[config.mk]
export PLATFORM = sky130hd
export DESIGN_NAME = register
export DESIGN_NICKNAME = d
export VERILOG_FILES = /design/src/rtl/register.sv
export SDC_FILE = /design/constraint.sdc
export NUM_CORES = 1
export LEC_CHECK = 0
export ABC_AREA = 1
export CAP_MARGIN = 25
export CORE_AREA = 2 2 39 41
export CTS_CLUSTER_DIAMETER = 80
export DETAILED_ROUTE_END_ITERATION = 7
export DIE_AREA = 0 0 41 43
export GPL_TIMING_DRIVEN = 0
export PLACE_DENSITY = 0.61
export RECOVER_POWER = 25
export SKIP_LAST_GASP = 1
export SYNTH_ARGS = -nofsm -noshare
export SYNTH_HDL_FRONTEND = slang
export SYNTH_SLANG_ARGS = --single-unit
export TNS_END_PERCENT = 20
[constraint.sdc]
create_clock -name clk -period 1.2 [get_ports clk]
set_input_delay 0.18 -clock clk [delete_from_list [all_inputs] [get_ports clk]]
set_output_delay 0.18 -clock clk [all_outputs]
set_load 0.02 [all_outputs]
[src/rtl/register.sv]
// Parameterised N-bit D-type register with synchronous active-high reset and
// load enable. Q comes straight from the storage flops.
module register #(
  parameter int           N       = 8,
  parameter logic [N-1:0] RST_VAL = {N{1'b0}}
) (
  input  logic         clk,
  input  logic         rst,
  input  logic         en,
  input  logic [N-1:0] D,
  output logic [N-1:0] Q
);

  logic [N-1:0] q_r;

  // Storage flops: reset wins over load, otherwise hold.
  always_ff @(posedge clk) begin
    if (rst) begin
      q_r <= RST_VAL;
    end else if (en) begin
      q_r <= D;
    end else begin
      q_r <= q_r;
    end
  end

  assign Q = q_r;

endmodule

### Yosys cells after proc, flatten, opt, wreduce, memory -nomap -nowiden

Index checks and enable logic that the tools add are counted.

* add/subtract/negate cells: 0
* multipliers: 0
* divide/modulo/power cells: 0
* magnitude comparators: 0
* equality and inequality tests: 0
* shift operators: 0
* multiplexer cells: 0
* bitwise operators: 0
* reduce and logical (&&, ||, !) cells: 0

* flip-flop bits (word level): 8
* bits in latches: 0
* bits in writable memories: 0
* ROM bits: 0
* input bits: 11
* output and inout bits: 8
* word-level logic and storage cells: 1
* memories: 0

### Depth between registers and ports, before layout

* depth after elaboration: 0
* mapped depth: 5
* depth with buffers taken out: 4

### Worst setup path before layout

Ideal clock, no wire load.

* path kind: input to register
* start point: input port en
* end point: register q_r[6], in the netlist Q[6]
* library setup time: 0.114 ns
* arrival time: 0.571 ns
* required time: 1.086 ns
* path slack: 0.515 ns
* stages on the path: 4
* path buffers: 2
* cells stage by stage: buf_6 -> buf_6 -> nor2_1 -> nor2_2

RTL lines
* start, declared: line 9 `input logic en,`
* end signal, assigned: line 23 `q_r <= q_r;`
* end, declared: line 14 `logic [N-1:0] q_r;`

### Final worst setup path

* start point: register q_r[0], in the netlist Q[0]
* end point: output port Q[0]

RTL lines
* end, declared: line 11 `output logic [N-1:0] Q`

No word-level cell between the ends.

==> results.rst <==
.. list-table::
   :header-rows: 1

   * - Metric
     - Value
   * - Area share of the leading cell type in the synthesized netlist
     - 46.9%
   * - CP required
     - 1.02 ns
   * - Starting Density
     - 24.7%
   * - Antenna violations before repair
     - 0
   * - Maximum buffer depth of the clock tree
     - 2
   * - Cells on Worst Hold Path
     - 4
   * - Layout Cell Area excl Fill
     - 556 µm²
   * - Pre-CTS worst setup slack
     - 0.102 ns
   * - Synthesized Nets
     - 62
   * - Number of clock sinks seen by CTS
     - 8
   * - Die area
     - 0.00176 mm²
   * - Net count reported at finish
     - 84
   * - Post-route fraction of the period consumed by the critical path
     - 113%
   * - Total wire length after detailed routing
     - 683 µm
   * - Antenna-violating nets left
     - 0
   * - Worst clock skew
     - 0 ns
   * - Fraction of layout instances using a drive strength above 1
     - 9.86%
   * - Count of antenna diodes in the layout
     - 0
   * - CP startpoint kind
     - flip-flop
   * - Total number of yosys warnings
     - 0
   * - Crit Reg-Reg Startpoint
     - Q[6]
   * - Cell count after synthesis
     - 51
   * - Biggest area contributors in the synthesized netlist
     - dfxtp_1 (47%), nand2_1 (16%), nor2_1 (16%), inv_1 (9.9%), buf_6 (6.6%)
   * - Min-Delay Startpoint
     - en
   * - Post-synthesis cell area
     - 342 µm²
   * - Biggest area consumer among synthesized cells
     - dfxtp_1
   * - Grt total ovfl
     - 0
   * - Part of the Yosys area used for sequential elements
     - 46.9%
   * - Post-DP Area
     - 532 µm²
   * - Most frequent cells in the layout
     - nor2_1 (15), nand2_1 (15), clkdlybuf4s50_1 (14)
   * - Inst Count DP
     - 84
   * - Max cap viols
     - 0
   * - Most used routing layer in global routing
     - met1
   * - Worst stage delay on the critical path
     - 0.61 ns
   * - Via count of the first global-routing pass
     - 301
   * - Final min period
     - 1.36 ns
   * - Category of the critical setup timing path
     - reg2out
   * - Setup repair after global routing missed its margin
     - true
   * - CP cell instances
     - clkdlybuf4s50_1
   * - Static Leakage
     - 0.000297 µW
   * - Status
     - finished, violations left
   * - Worst-margin pin slew
     - 0.275 ns
   * - Final worst slack
     - -0.159 ns
   * - Total number of vias
     - 341
   * - I/O pin count
     - 19
   * - Buffers plus inverters on the worst setup path
     - 1
   * - Max Clk Rate
     - 0.736 GHz
   * - Count of hold-fix buffers inserted at cts
     - 0
   * - Power density over cell area
     - 1150 mW/mm²
   * - Per-instance average area after synthesis
     - 6.70 µm²
   * - Violations in the final reports
     - negative setup slack
   * - Flip-flop count of the largest register, all copies and words added
     - 8
   * - Vertical die dimension
     - 43 µm
   * - TritonCTS clock tree
     - built
   * - Synthesis-stage register bit count
     - 8
   * - Endpoint type of the worst setup path
     - primary output
   * - Setup slack, reg-to-reg
     - 0.64 ns
   * - Root buf cell
     - clkbuf_4
   * - GR Util met2
     - 13.1%
   * - Final Instance Count excl. Fillers
     - 87
   * - Die Wd
     - 41 µm
   * - Number of failing setup endpoints in the final timing report
     - 6
   * - Worst-case reg-to-reg path depth
     - 2
   * - Detailed Routing Iterations Pass 1
     - 4
   * - Number of standard-cell rows in the floorplan
     - 14
   * - Area of the core
     - 0.00138 mm²
   * - Worst min path class
     - in2reg
   * - GRT met3 Usage
     - 5.76%
   * - Total GRT Usage
     - 10.2%
   * - Routing usage on met1
     - 13.6%
   * - Detailed-placement wirelength estimate
     - 494 µm
   * - Data arrival, critical path
     - 1.18 ns
   * - Kind of cell adding the most delay to the critical path
     - buffers and inverters
   * - Number of buffers added on ports
     - 17
   * - Biggest fanout along the worst timing path
     - 2
   * - Final routed wire length divided by cell count
     - 7.85 µm
   * - Pin count of the biggest net entering global routing
     - 11
   * - GPL Wtd Cong
     - 0.595
   * - Crit path depth
     - 1
   * - Initial detailed-routing violation count
     - 5
   * - Count of endpoints failing hold in the final timing report
     - 0
   * - Signed area change from the synthesized netlist to the final layout
     - 62.6%
   * - Number of buffers inserted during clock tree synthesis
     - 3
   * - Reg-to-Reg End
     - Q[6]
   * - Total count of max-transition violations in the final report
     - 0
   * - Slowest library cell on the worst path
     - clkdlybuf4s50_1
   * - DRC violations left
     - 0
   * - Launch point of the worst path
     - Q[0]
   * - Clock Latency Late Sink
     - 0.25 ns
   * - Normalized max-slew margin
     - 81.6%
   * - Number of H-tree branching levels
     - 1
   * - Maximum VDD drop
     - 485 µV
   * - Post-synth cell types
     - 7
   * - Clock transition at the registers of the reported paths
     - 0.06 ns
   * - Wire length of the first global-routing pass
     - 1190 µm
   * - Detail-routed via count per cell
     - 3.92
   * - Endpoint of the worst hold path
     - Q[5]
-- cell families (layout without fill, tap and decap cells) --
logic type / count (synthesis) / after routing / share of synthesized area (%)
AND/OR/NAND/NOR: 32 / 32 / 36.6
buffers and inverters: 11 / 31 / 16.5
flip-flops: 8 / 8 / 46.9
-- where the power goes --
group          switching [µW]  total (µW)  internal [µW]
sequential               8.09         293            284
clock                    91.5         206            114
combinational            64.4         140           75.4
-- stage by stage --
step,hold slack (ns),util (%),TNS [ns],power [µW]
after global routing,0.217,40.1,-1.19,684
final,0.199,40.1,-0.915,638
after floorplan,0.368,-,0,370
after global placement,0.458,38.4,0,440
after detailed placement,0.464,38.4,0,443
after CTS,0.193,40.0,-1.17,654
-- layer usage --
metal	up-vias	wire, µm
met3	2	65
met2	15	303
li1	186	-
met4	0	13
met5	-	0
met1	138	300
-- worst max-delay path by stage --
| stage | endpoint | slack, ns |
|---|---|---|
| floorplan | Q[6] | 0.52 |
| global placement | Q[7] | 0.11 |
| detailed placement | Q[7] | 0.10 |
| CTS | Q[0] | -0.17 |
| global route | Q[2] | -0.21 |
| finish | Q[0] | -0.16 |
-- cells in the mapped netlist, drive strengths merged --
cell type,count
nand2,16
nor2,16
inv,9
dfxtp,8
buf,2
-- what timing repair did --
action,4_1_cts,5_1_grt
hold endpoints to repair,0,0
setup endpoints to repair,8,7
resized for setup,1,1
setup buffers,0,0
-- area by class of cell --
class / instances / area [µm²]
Buffer: 2 / 22.5
Timing Repair Buffer: 17 / 171
Multi-Input combinational cell: 32 / 125
Inverter: 9 / 33.8
Sequential cell: 8 / 160
Fill cell: 158 / 828
Tap cell: 16 / 20.0
Clock buffer: 3 / 22.5
(Power assumes the default switching activity.)
